--- src/rtl/dlx_mem_arbiter_pkg.sv ---
// Shared types and defaults for the DLX single-port RAM arbiter.
package dlx_mem_pkg;
   typedef enum logic [1:0] {IDLE, ISSUE, RESP} state_t;

   localparam logic REQ_I = 1'b0;
   localparam logic REQ_D = 1'b1;

   localparam int DEF_DEPTH      = 64;
   localparam int DEF_MAX_DBURST = 4;
endpackage

--- src/rtl/dlx_mem_arbiter_if.sv ---
// Requester (I/D) and RAM side signals of the DLX memory arbiter.
interface dlx_mem_arbiter_if #(
   parameter int ADDR_W = 32,
   parameter int DATA_W = 32
);
   logic              i_req_i;
   logic [ADDR_W-1:0] i_adr_i;
   logic              i_ack_o;
   logic [DATA_W-1:0] i_data_o;
   logic              i_err_o;
   logic              d_req_i;
   logic              d_we_i;
   logic [ADDR_W-1:0] d_adr_i;
   logic [DATA_W-1:0] d_data_i;
   logic              d_ack_o;
   logic [DATA_W-1:0] d_data_o;
   logic              d_err_o;
   logic [ADDR_W-1:0] ram_adr_o;
   logic              ram_we_o;
   logic [DATA_W-1:0] ram_data_o;
   logic [DATA_W-1:0] ram_data_i;
   logic              busy_o;

   modport slave (
      input  i_req_i, i_adr_i, d_req_i, d_we_i, d_adr_i, d_data_i, ram_data_i,
      output i_ack_o, i_data_o, i_err_o, d_ack_o, d_data_o, d_err_o,
             ram_adr_o, ram_we_o, ram_data_o, busy_o
   );

   modport master (
      output i_req_i, i_adr_i, d_req_i, d_we_i, d_adr_i, d_data_i, ram_data_i,
      input  i_ack_o, i_data_o, i_err_o, d_ack_o, d_data_o, d_err_o,
             ram_adr_o, ram_we_o, ram_data_o, busy_o
   );
endinterface

--- src/rtl/dlx_mem_arbiter_pick.sv ---
// D-over-I winner select with a saturating starvation counter that forces I in.
module dlx_mem_arb_pick
   import dlx_mem_pkg::*;
#(
   parameter int MAX_DBURST = DEF_MAX_DBURST
) (
   input  logic clk_i,
   input  logic reset,
   input  logic i_req,
   input  logic d_req,
   input  logic grant_strobe,
   input  logic idle,
   output logic winner_id
);
   localparam int CW = $clog2(MAX_DBURST + 1);
   localparam logic [CW-1:0] CNT_MAX = CW'(MAX_DBURST);

   logic [CW-1:0] starve_cnt;

   assign winner_id = (d_req && !(i_req && starve_cnt == CNT_MAX)) ? REQ_D : REQ_I;

   // An idle cycle without a fetch pending means I is not waiting any more.
   always_ff @(posedge clk_i) begin
      if (reset) begin
         starve_cnt <= '0;
      end else if (idle && !i_req) begin
         starve_cnt <= '0;
      end else if (grant_strobe) begin
         if (winner_id == REQ_I)
            starve_cnt <= '0;
         else if (starve_cnt != CNT_MAX)
            starve_cnt <= starve_cnt + 1'b1;
      end
   end
endmodule

--- src/rtl/dlx_mem_arbiter.sv ---
// Shares one synchronous RAM between DLX fetch (I) and load/store (D) ports.
module dlx_mem_arbiter
   import dlx_mem_pkg::*;
#(
   parameter int ADDR_W     = 32,
   parameter int DATA_W     = 32,
   parameter int DEPTH      = DEF_DEPTH,
   parameter int MAX_DBURST = DEF_MAX_DBURST
) (
   input logic              clk_i,
   input logic              reset,
   dlx_mem_arbiter_if.slave bus
);
   state_t            state;
   logic              grant, oor, rd_ok;
   logic              winner_id, any_req, idle, in_range, is_store;
   logic [ADDR_W-1:0] sel_adr;

   assign any_req  = bus.i_req_i | bus.d_req_i;
   assign idle     = (state == IDLE);
   assign sel_adr  = (winner_id == REQ_D) ? bus.d_adr_i : bus.i_adr_i;
   assign in_range = sel_adr < ADDR_W'(DEPTH);
   assign is_store = (winner_id == REQ_D) && bus.d_we_i;

   dlx_mem_arb_pick #(.MAX_DBURST(MAX_DBURST)) u_pick (
      .clk_i        (clk_i),
      .reset        (reset),
      .i_req        (bus.i_req_i),
      .d_req        (bus.d_req_i),
      .grant_strobe (idle && any_req),
      .idle         (idle),
      .winner_id    (winner_id)
   );

   // RAM read data arrives in RESP, so it is passed through while ack is high.
   assign bus.i_data_o = (bus.i_ack_o && rd_ok) ? bus.ram_data_i : '0;
   assign bus.d_data_o = (bus.d_ack_o && rd_ok) ? bus.ram_data_i : '0;

   always_ff @(posedge clk_i) begin
      if (reset) begin
         state          <= IDLE;
         grant          <= REQ_I;
         oor            <= 1'b0;
         rd_ok          <= 1'b0;
         bus.ram_adr_o  <= '0;
         bus.ram_we_o   <= 1'b0;
         bus.ram_data_o <= '0;
         bus.i_ack_o    <= 1'b0;
         bus.i_err_o    <= 1'b0;
         bus.d_ack_o    <= 1'b0;
         bus.d_err_o    <= 1'b0;
         bus.busy_o     <= 1'b0;
      end else begin
         case (state)
            IDLE: if (any_req) begin
               state          <= ISSUE;
               bus.busy_o     <= 1'b1;
               grant          <= winner_id;
               oor            <= !in_range;
               rd_ok          <= in_range && !is_store;
               bus.ram_adr_o  <= sel_adr;
               bus.ram_we_o   <= is_store && in_range;
               bus.ram_data_o <= (winner_id == REQ_D) ? bus.d_data_i : DATA_W'(0);
            end
            ISSUE: begin
               state          <= RESP;
               bus.ram_adr_o  <= '0;
               bus.ram_we_o   <= 1'b0;
               bus.ram_data_o <= '0;
               bus.i_ack_o    <= (grant == REQ_I);
               bus.d_ack_o    <= (grant == REQ_D);
               bus.i_err_o    <= (grant == REQ_I) && oor;
               bus.d_err_o    <= (grant == REQ_D) && oor;
            end
            RESP: begin
               state       <= IDLE;
               bus.busy_o  <= 1'b0;
               bus.i_ack_o <= 1'b0;
               bus.d_ack_o <= 1'b0;
               bus.i_err_o <= 1'b0;
               bus.d_err_o <= 1'b0;
            end
            default: state <= IDLE;
         endcase
      end
   end
endmodule
--- src/flat_wrapper.sv ---
// flat-port wrapper written by rule: the top's interface ports become plain ports
module dlx_mem_arbiter_flat import dlx_mem_pkg::*;
#(
   parameter int ADDR_W     = 32,
   parameter int DATA_W     = 32,
   parameter int DEPTH      = DEF_DEPTH,
   parameter int MAX_DBURST = DEF_MAX_DBURST
)
  (clk_i, reset, bus_i_req_i, bus_i_adr_i, bus_d_req_i, bus_d_we_i, bus_d_adr_i, bus_d_data_i, bus_ram_data_i, bus_i_ack_o, bus_i_data_o, bus_i_err_o, bus_d_ack_o, bus_d_data_o, bus_d_err_o, bus_ram_adr_o, bus_ram_we_o, bus_ram_data_o, bus_busy_o);
  dlx_mem_arbiter_if #(.ADDR_W(ADDR_W), .DATA_W(DATA_W)) bus_i ();
  input logic clk_i;
  input logic reset;
  input wire logic [$bits(bus_i.i_req_i)-1:0] bus_i_req_i;
  input wire logic [$bits(bus_i.i_adr_i)-1:0] bus_i_adr_i;
  input wire logic [$bits(bus_i.d_req_i)-1:0] bus_d_req_i;
  input wire logic [$bits(bus_i.d_we_i)-1:0] bus_d_we_i;
  input wire logic [$bits(bus_i.d_adr_i)-1:0] bus_d_adr_i;
  input wire logic [$bits(bus_i.d_data_i)-1:0] bus_d_data_i;
  input wire logic [$bits(bus_i.ram_data_i)-1:0] bus_ram_data_i;
  output wire logic [$bits(bus_i.i_ack_o)-1:0] bus_i_ack_o;
  output wire logic [$bits(bus_i.i_data_o)-1:0] bus_i_data_o;
  output wire logic [$bits(bus_i.i_err_o)-1:0] bus_i_err_o;
  output wire logic [$bits(bus_i.d_ack_o)-1:0] bus_d_ack_o;
  output wire logic [$bits(bus_i.d_data_o)-1:0] bus_d_data_o;
  output wire logic [$bits(bus_i.d_err_o)-1:0] bus_d_err_o;
  output wire logic [$bits(bus_i.ram_adr_o)-1:0] bus_ram_adr_o;
  output wire logic [$bits(bus_i.ram_we_o)-1:0] bus_ram_we_o;
  output wire logic [$bits(bus_i.ram_data_o)-1:0] bus_ram_data_o;
  output wire logic [$bits(bus_i.busy_o)-1:0] bus_busy_o;
  assign bus_i.i_req_i = bus_i_req_i;
  assign bus_i.i_adr_i = bus_i_adr_i;
  assign bus_i.d_req_i = bus_d_req_i;
  assign bus_i.d_we_i = bus_d_we_i;
  assign bus_i.d_adr_i = bus_d_adr_i;
  assign bus_i.d_data_i = bus_d_data_i;
  assign bus_i.ram_data_i = bus_ram_data_i;
  assign bus_i_ack_o = bus_i.i_ack_o;
  assign bus_i_data_o = bus_i.i_data_o;
  assign bus_i_err_o = bus_i.i_err_o;
  assign bus_d_ack_o = bus_i.d_ack_o;
  assign bus_d_data_o = bus_i.d_data_o;
  assign bus_d_err_o = bus_i.d_err_o;
  assign bus_ram_adr_o = bus_i.ram_adr_o;
  assign bus_ram_we_o = bus_i.ram_we_o;
  assign bus_ram_data_o = bus_i.ram_data_o;
  assign bus_busy_o = bus_i.busy_o;
  dlx_mem_arbiter #(.ADDR_W(ADDR_W), .DATA_W(DATA_W), .DEPTH(DEPTH), .MAX_DBURST(MAX_DBURST)) u_core (.clk_i(clk_i), .reset(reset), .bus(bus_i));
endmodule
--- config.mk ---
export PLATFORM = sky130hd
export DESIGN_NAME = dlx_mem_arbiter_flat
export DESIGN_NICKNAME = d
export VERILOG_FILES = /design/src/rtl/dlx_mem_arbiter_pkg.sv /design/src/rtl/dlx_mem_arbiter_if.sv /design/src/rtl/dlx_mem_arbiter_pick.sv /design/src/rtl/dlx_mem_arbiter.sv /design/src/flat_wrapper.sv
export SDC_FILE = /design/constraint.sdc
export NUM_CORES = 1
export LEC_CHECK = 0
export CORE_MARGIN = 2
export CORE_UTILIZATION = 38
export CTS_BUF_LIST = sky130_fd_sc_hd__clkbuf_4
export DETAILED_ROUTE_END_ITERATION = 10
export GPL_TIMING_DRIVEN = 0
export HOLD_SLACK_MARGIN = 0.03
export PLACE_DENSITY = 0.95
export SLEW_MARGIN = 25
export SYNTH_ARGS = -nofsm -noshare
export SYNTH_HDL_FRONTEND = slang
export SYNTH_SLANG_ARGS = --single-unit
export TNS_END_PERCENT = 5
--- constraint.sdc ---
create_clock -name clk_i -period 2.3 [get_ports clk_i]
set_input_delay 0.23 -clock clk_i [delete_from_list [all_inputs] [get_ports clk_i]]
set_output_delay 0.23 -clock clk_i [all_outputs]
set_load 0.03 [all_outputs]
==> results.py <==
metrics = {
    "job": {
        "drv_cap": 0,
    },
    "setup_path": {
        "crit_required_ns": 2.07,
        "startpoint_type": "flip-flop",
        "reg2reg_slack_ns": 0.16,
        "slowest_delay_ns": 0.67,
        "cp_data_arrival_time_ns": 1.94,
        "reg2reg_to": "u_core.bus.ram_data_o[9]$_SDFFE_PP0P_",
        "cp_slowest_cell": "clkdlybuf4s50_1",
        "crit_chain": "clkbuf_2, and3_1, clkdlybuf4s50_1",
        "crit_fanout": 10,
        "worst-path-buf-inv": 2,
        "crit_type": "flip-flop to primary output",
        "crit_family": "buffers and inverters",
        "end_kind": "primary output",
        "r2r.worst_path.cells": 9,
        "reg2reg_from": "u_core.state[0]$_SDFFE_PP0P_",
    },
    "logic_synthesis": {
        "synth_edf_count": 0,
        "synthesis.yosys.warnings": 0,
        "synth_top_cells_by_area": "dfxtp_1, and3_1, a21boi_0",
        "syn-cell-area_um2": 4100,
        "synthesis.nets": 642,
        "ys_ff_latch": 78,
        "syn_inst": 503,
        "synth_area_leader_cell": "dfxtp_1",
        "synth_area_per_cell_um2": 8.15,
        "postSynth.asyncResetShare_pct": 0,
        "synth_top_area_share_pct": 38.1,
        "dominantRegCellSynth": "dfxtp_1",
        "synthDistinctLibCells": 38,
        "ys_seq_area_share_pct": 38.1,
    },
    "routing": {
        "num_vias": 4969,
        "via_per_inst": 5.41,
        "drt-total-wl_um": 16100,
        "drc": 0,
        "first_iter_violations": 395,
        "first_pass_iters": 5,
        "drtAntennaViolNets": 0,
        "wl_per_cell_um": 17.6,
    },
    "sta": {
        "period_minus_slack_ns": 2.17,
        "final_max_slew_viol_count": 0,
        "skew_ns": 0.0178,
        "hold_slack_ns": 0.333,
        "tightest_slew_ns": 0.639,
        "hold_viol": 0,
        "setup_viol": 0,
        "fin_crit_sh_pct": 94.3,
        "relSlewSlack_pct": 57.4,
        "rsz0062_at_grt": "yes",
        "max_freq_ghz": 0.461,
    },
    "run_status": {
        "outcome": "finished clean",
    },
    "cells_and_area": {
        "final_common_cell": "clkdlybuf4s50_1",
        "final_area_um2": 7180,
        "fin_util_pct": 69.0,
        "num-nets-final": 918,
        "diodes": 0,
        "drive_above_1_share_pct": 7.66,
        "syn2layout_area_growth_pct": 75.2,
        "fillCellCount": 842,
        "seq_area_um2": 1560,
        "layout_common_cells": "clkdlybuf4s50_1, and3_1, dfxtp_1",
        "multi_input_area_um2": 2220,
    },
    "global_routing": {
        "grt_pass1_wl_um": 24200,
        "overflow": 0,
        "grt_pass1_vias": 4793,
        "antenna_found_initial": 0,
        "grt_max_degree": 14,
        "track_usage_pct": 26.4,
    },
    "worst_hold_path": {
        "holdCritStartpoint": "reset",
        "hold_depth": 2,
        "hold_path_class": "input pin to flip-flop",
        "min_delay_worst_endpoint": "u_core.u_pick.starve_cnt[2]$_SDFFE_PP0P_",
    },
    "floorplanning": {
        "die_area_um2": 11600,
        "pin_count": 267,
        "start_util_pct": 39.4,
        "die-width_um": 108,
        "coreArea_um2": 10400,
        "die_h_um": 108,
        "rows": 37,
    },
    "clocking": {
        "cts_tree": "done",
        "clock_path_buffers": 2,
        "cts-htree-levels": 3,
        "cts_made_buffers": 9,
        "clkTransAtPathRegs_ns": 0.12,
        "clk_latency_ns": 0.43,
        "cts_sinks": 78,
        "cts-root-buf": "clkbuf_4",
        "post_cts_buffers": 0,
    },
    "pwr": {
        "p_per_area_nw_per_um2": 559,
        "leakagePower_uw": 0.00360,
        "peakVddDrop_mv": 0.412,
    },
    "placement": {
        "portBuffers": 265,
        "place_hpwl_um": 12700,
        "place_congestion": 0.912,
        "dpl_cell_area_um2": 6920,
    },
}
## Yosys cell counts (7+ instances only)
master    instances
o21ai_0          19
a21oi_1          43
a21boi_0         32
nor4_1           12
dfxtp_1          78
nand2_1          34
a22oi_1          23
o21ai_1          13
nor2_2           10
inv_1             7
clkbuf_1         41
nor2_1           38
and3_1           99
a22oi_2          10
## state kept, by name (all words and copies together) (netlist names)
register	flops
u_core.bus.ram_adr_o	32
u_core.bus.ram_data_o	32
u_core.u_pick.starve_cnt	3
u_core.state	2
u_core.bus.busy_o	1
u_core.bus.d_ack_o	1
u_core.bus.d_err_o	1
u_core.bus.i_ack_o	1
u_core.bus.i_err_o	1
u_core.bus.ram_we_o	1
u_core.grant	1
u_core.oor	1
u_core.rd_ok	1
## cell families (layout without fill, tap and decap cells)
logic type | after synthesis | count (layout) | share of synthesized area, %
AOI/OAI and AO/OA | 146 | 146 | 23.7
adders and majority gates | 6 | 6 | 1.83
buffers and inverters | 59 | 339 | 7.75
DFF | 78 | 78 | 38.1
muxes | 2 | 2 | 0.488
and+or+nand+nor | 212 | 212 | 28.1
## where the power goes
group | switching, uW | internal [uW]
registers | 68.9 | 1460
logic | 772 | 657
clock network | 493 | 563
total | 1330 | 2680
## how the worst max path moves through the flow
| stage | startpoint | end | slack (ns) | depth (start not counted) |
|---|---|---|---|---|
| finish | u_core.bus.d_ack_o$_SDFFE_PP0P_ | bus_d_data_o[5] | 0.13 | 3 |
| global route | u_core.state[0]$_SDFFE_PP0P_ | u_core.bus.ram_data_o[7]$_SDFFE_PP0P_ | -0.02 | 9 |
| CTS | u_core.bus.d_ack_o$_SDFFE_PP0P_ | bus_d_data_o[3] | 0.007 | 3 |
| detailed placement | bus_i_req_i | u_core.bus.ram_adr_o[1]$_SDFFE_PP0P_ | 0.05 | 7 |
| global placement | bus_i_req_i | u_core.bus.ram_adr_o[1]$_SDFFE_PP0P_ | 0.13 | 7 |
| floorplan | u_core.state[0]$_SDFFE_PP0P_ | u_core.bus.ram_data_o[15]$_SDFFE_PP0P_ | 0.57 | 10 |
## layer usage
metal | global-route usage, % | vias up | share of wire [%]
met1 | 29.4 | 2301 | 37
met3 | 7.75 | 42 | 9.7
met5 | 0 | - | 0
met2 | 47.3 | 273 | 50
li1 | - | 2353 | -
met4 | 9.71 | 0 | 3.2
## what timing repair did
action                                  4_1_cts  5_1_grt
hold buffers                                  0        0
resized for setup                            27       40
endpoints found under the setup margin       52       49
## cell type report
class	instances	share of cell area, %
clock inverters	5	1.50
plain buffers	52	4.27
clock buffers	10	1.05
inverters	7	0.366
well taps	136	2.37
repair buffers	265	37.8
multi-input cells	366	30.9
flip-flops and latches	78	21.7
## through the flow
stage | power (uW) | setup TNS [ns] | cells | setup WS, ns
floorplan | 2330 | 0 | 503 | 0.567
global route | 4200 | -0.0557 | 919 | -0.0191
CTS | 4040 | 0 | 919 | 0.00677
detailed placement | 2980 | 0 | 904 | 0.0509
global placement | 2940 | 0 | 904 | 0.128
finish | 4020 | 0 | 919 | 0.132
(Power assumes the default switching activity.)
==> RTL edit 1 (config.mk and constraints unchanged) <==
`ADDR_W` is set to 32 in 3 places; all go to 40.
--- a/src/rtl/dlx_mem_arbiter_if.sv
+++ b/src/rtl/dlx_mem_arbiter_if.sv
@@ -1,5 +1,5 @@
 // Requester (I/D) and RAM side signals of the DLX memory arbiter.
 interface dlx_mem_arbiter_if #(
-   parameter int ADDR_W = 32,
+   parameter int ADDR_W = 40,
    parameter int DATA_W = 32
 );
--- a/src/rtl/dlx_mem_arbiter.sv
+++ b/src/rtl/dlx_mem_arbiter.sv
@@ -3,5 +3,5 @@
    import dlx_mem_pkg::*;
 #(
-   parameter int ADDR_W     = 32,
+   parameter int ADDR_W     = 40,
    parameter int DATA_W     = 32,
    parameter int DEPTH      = DEF_DEPTH,
--- a/src/flat_wrapper.sv
+++ b/src/flat_wrapper.sv
@@ -2,5 +2,5 @@
 module dlx_mem_arbiter_flat import dlx_mem_pkg::*;
 #(
-   parameter int ADDR_W     = 32,
+   parameter int ADDR_W     = 40,
    parameter int DATA_W     = 32,
    parameter int DEPTH      = DEF_DEPTH,
Ports: changed (resized bus_d_adr_i, bus_i_adr_i and bus_ram_adr_o); port bits go from 267 to 291. No check against the original RTL was run, so the function may have changed too.
==> RTL edit 1 against the unedited design <==
Sequential cell count rose by 8; global-route usage rose by 1.2 points; combinational power fell by 3%; power fell by 1.0%; maximum frequency fell by 0.79%; routed wire length rose by 6.5%; final area rose by 2.6%; count of clock-buffer cells in the layout fell by 1; worst setup slack got worse by 0.017 ns; synthesized area rose by 2.1%; utilization fell by 0.66 points; critical path type unchanged; highest routed layer unchanged.
==> RTL edit 1: results (changes against the unedited design) <==
- The run finished with clean final reports.
- Yosys attributes the largest share of cell area to dfxtp_1, a22oi_1, mux2_2.
- The CTS buffer count is 9 (unchanged).
- The post-CTS resize count is 56 (+110%).
- The largest registers in the layout are u_core.bus.ram_adr_o (40), u_core.bus.ram_data_o (32), u_core.u_pick.starve_cnt (3).
- The cell area after placement is 0.00726 mm2 (+4.8%).
- The transition time at the pin with the least slew margin was 0.624 ns (-0.0143 ns).
- In this run the worst hold path is classified as in2reg.
- The sequential fraction of the synthesis area came to 41.1% (+3.0 points).
- The mean cell area of the mapped netlist is 8.93 um2 (+9.5%).
- The kind of cell with the highest combined delay along the critical path is buffers and inverters.
- The clock slew at the register clock pins of the worst setup and hold paths is 0.14 ns (+0.02 ns).
- The latest clock arrival within the worst-skew pair is 0.46 ns (+0.03 ns).
- The leakage power total is 3.41 nW (-5.4%).
- The count of buffers from port buffering came to 289 (+9.1%).
- The worst-case setup slack after placement is 0.0854 ns (+0.0346 ns).
- The total iterations of the first detailed-routing run was 7 (+2).
- The global-route wire length before repair came to 25200 um (+3.8%).
- The number of global-route vias before repair is 5008 (+4.5%).
- The combinational-cell power consumption is 1.39 mW (-3%).
- The number of buffers inserted to repair setup after CTS is 0 (unchanged).
- The fraction of registers with async set/reset is 0% (unchanged).
- The data arrival at the endpoint of the critical path is 1.96 ns (+0.02 ns).
- The clock root buffer master is clkbuf_4.
- The H-tree depth is 3 (unchanged).
- The weighted congestion at the end of routability-driven global placement was 0.917 (+0.53%).
- The slowest stage cell on the critical path is dlygate4sd2_1.
- The highest cell delay on the worst timing path was 0.46 ns (-0.21 ns).
- The via count normalized by instance count was 5.45 (+0.73%).
- The number of instances in the placed design came to 898 (-0.66%).
- The count of cell types in the netlist was 36 (-5.3%).
- The DRC violation total after the first TritonRoute iteration is 358 (-9.4%).
- The largest vdd supply drop is 0.319 mV (-23%).
- The number of antenna violations at the first check in global routing is 2 (+2).
- The post-synthesis net count is 624 (-2.8%).
- The internal cell power is 2.59 mW (-3.7%).
- The placed wire-length estimate is 13700 um (+7.8%).
- The sum of routed wire length over all layers came to 17200 um (+6.5%).
- The number of enable flip-flop cells after synthesis is 0 (unchanged).
- The top fanout value on the critical path came to 10 (unchanged).
- The share of layout cells above drive strength 1 is 11.6% (+4.0 points).
- The warning count from the yosys run was 0 (unchanged).
- The largest net degree at the start of global routing is 16 (+2).
- The sequential group power came to 1.69 mW (+10%).
- The post-layout instance count excluding filler cells is 916 (-0.33%).
- The clock skew is 0.0210 ns (+0.00316 ns).
- The commonest cells after synthesis are dfxtp_1, nor2_1, a22oi_1.
- The maximum buffer depth of the clock tree is 2 (unchanged).
- The net switching power of the design is 1.39 mW (+4.2%).
- The all-layer global routing usage was 27.6% (+1.2 points).
RTL edit 1: cell types whose count changed after synthesis, sizes merged, moves of 30 or more:
cell / change
a22oi: +40
mux2: +40
nor2: +37
and3: -35
a21oi: -33
a21boi: -32
o21ai: -30
RTL edit 1: per-layer routing:
layer  vias to the layer above  global-route usage [%]  part of all wire (%)
li1                       2318                       -                     -
met1                      2326                    26.9                    34
met2                       283                    50.2                    52
met3                        62                    7.71                   9.0
met4                         0                    18.4                   5.3
met5                         -                       0                     0
RTL edit 1: final timing paths:
check	endpoint	cells after the start	start	slack, ns
setup / recovery	bus_d_data_o[12]	4	u_core.rd_ok$_SDFFE_PP0P_	0.11
setup reg to reg	u_core.bus.ram_data_o[5]$_SDFFE_PP0P_	8	u_core.state[0]$_SDFFE_PP0P_	0.27
hold / removal	u_core.u_pick.starve_cnt[2]$_SDFFE_PP0P_	2	reset	0.18
hold reg to reg	u_core.bus.d_err_o$_SDFFE_PP0P_	2	u_core.bus.d_err_o$_SDFFE_PP0P_	0.49
RTL edit 1: layout make-up:
| cell class | count | area [um2] |
|---|---|---|
| multi-input combinational | 333 | 2230 |
| inverter | 7 | 26.3 |
| sequential | 86 | 1720 |
| antenna | 2 | 5.00 |
| buffer | 43 | 216 |
| clock buffer | 9 | 67.6 |
| fill | 818 | 3420 |
| clock inverter | 7 | 73.8 |
| timing repair buffer | 289 | 2860 |
| tap | 140 | 175 |
RTL edit 1: logic make-up after synthesis:
logic type,Yosys count,synth area share [%]
muxes,42,11.3
adders and majority gates,6,1.79
AOI/OAI and AO/OA,92,16.0
buffers and inverters,50,5.62
DFF,86,41.1
and+or+nand+nor,193,24.1
==> RTL edit 2 (same settings) <==
Without the edit above. Re-encode `state_t` (3 states) as one-hot, 3 bits wide.
--- a/src/rtl/dlx_mem_arbiter_pkg.sv
+++ b/src/rtl/dlx_mem_arbiter_pkg.sv
@@ -1,5 +1,5 @@
 // Shared types and defaults for the DLX single-port RAM arbiter.
 package dlx_mem_pkg;
-   typedef enum logic [1:0] {IDLE, ISSUE, RESP} state_t;
+   typedef enum logic [2:0] {IDLE = 3'b001, ISSUE = 3'b010, RESP = 3'b100} state_t;
 
    localparam logic REQ_I = 1'b0;
Function: same outputs for any inputs over 10 cycles, from zero or initial values and one cycle with reset high; not proved beyond that.
==> RTL edit 2 against the unedited design <==
Critical path depth stayed put; power is 2.0% lower; worst setup slack worse by 0.055 ns; synthesized area is 5.8% lower; routed wire length is 1.7% lower; final area is 4.7% lower; sequential power is 4% higher; sequential cell count is 1 higher; critical path type unchanged; highest routed layer unchanged; critical endpoint is now bus_d_data_o[10].
==> RTL edit 2: results (changes against the unedited design) <==
- The run finished with clean final reports.
- The largest vdd supply drop is 0.504 mV (+22%).
- The global-route wire length before repair is 24300 um (+0.23%).
- The total met3 wirelength after detailed routing is 1210 um (-23%).
- The worst-case setup slack after placement came to -0.0778 ns (-0.129 ns).
- The worst register-to-register path ends at u_core.bus.ram_adr_o[5]$_SDFFE_PP0P_.
- The number of instances in the synthesized netlist is 440 (-13%).
- The global-route met3 utilization is 7.61% (-0.14 points).
- The transition time at the pin with the least slew margin was 0.751 ns (+0.113 ns).
- The all-layer global routing usage is 27.8% (+1.4 points).
- The placed wire-length estimate is 12700 um (-0.50%).
- The path depth of the worst reg2reg path is 8 (-1).
- The total iterations of the first detailed-routing run is 4 (-1).
- The sequential fraction of the synthesis area is 41.0% (+2.9 points).
- The number of filler instances in the final layout was 788 (-6.4%).
- The DRC violation total after the first TritonRoute iteration came to 205 (-48%).
- The shortest clock period the worst path allows after layout is 2.22 ns (+0.0547 ns).
- The post-synthesis compound-gate area fraction was 23.0% (-0.70 points).
- The met1 usage is 33.8% (+4.4 points).
- The end point of the critical path is bus_d_data_o[10].
- The number of instances in the placed design was 838 (-7.3%).
- The post-CTS resize count is 57 (+110%).
- The number of global-route vias before repair is 4601 (-4.0%).
- The via count normalized by instance count is 5.29 (-2.1%).
- The largest net degree at the start of global routing came to 15 (+1).
- The smallest hold slack was 0.355 ns (+0.0220 ns).
RTL edit 2: cell count changes after synthesis, moves of 10 or more:
| cell | before | now |
|---|---|---|
| o21ai_1 | 13 | 0 |
| a22oi_2 | 10 | 0 |
| o2bb2ai_2 | 0 | 20 |
| nor2_2 | 10 | 0 |
| a21boi_0 | 32 | 0 |
| nand2_1 | 34 | 48 |
| o21ai_0 | 19 | 36 |
| and3_1 | 99 | 65 |
| a22oi_1 | 23 | 2 |
| nor2_1 | 38 | 13 |
| clkbuf_1 | 41 | 29 |
| mux2i_1 | 2 | 25 |
RTL edit 2: cell type report:
class	count	area share, %
tap	133	2.43
inverter	5	0.274
clock inverter	6	1.72
buffer	42	3.13
timing repair buffer	265	38.2
clock buffer	10	1.10
multi-input combinational	314	30.1
sequential	79	23.1
RTL edit 2: how the worst min path moves through the flow:
stage                                             endpoint  cells after the start
floorplan            u_core.bus.ram_data_o[0]$_SDFFE_PP0P_                      2
detailed placement    u_core.bus.ram_adr_o[7]$_SDFFE_PP0P_                      1
global placement      u_core.bus.ram_adr_o[6]$_SDFFE_PP0P_                      1
CTS                 u_core.bus.ram_data_o[14]$_SDFFE_PP0P_                      3
finish              u_core.bus.ram_data_o[30]$_SDFFE_PP0P_                      3
global route        u_core.bus.ram_data_o[27]$_SDFFE_PP0P_                      3
RTL edit 2: per-stage QoR:
step | instance area [um2] | power (mW)
after floorplan | 3860 | 2.26
after global placement | 6680 | 2.84
after detailed placement | 6680 | 2.89
after CTS | 6820 | 3.96
after global routing | 6840 | 4.11
final | 6840 | 3.94
RTL edit 2: report_power, final:
group / internal (mW) / switching (mW) / leakage, nW
logic: 0.583 / 0.700 / 2.42
registers: 1.50 / 0.0878 / 0.648
clock network: 0.572 / 0.493 / 0.0987
total: 2.66 / 1.28 / 3.17
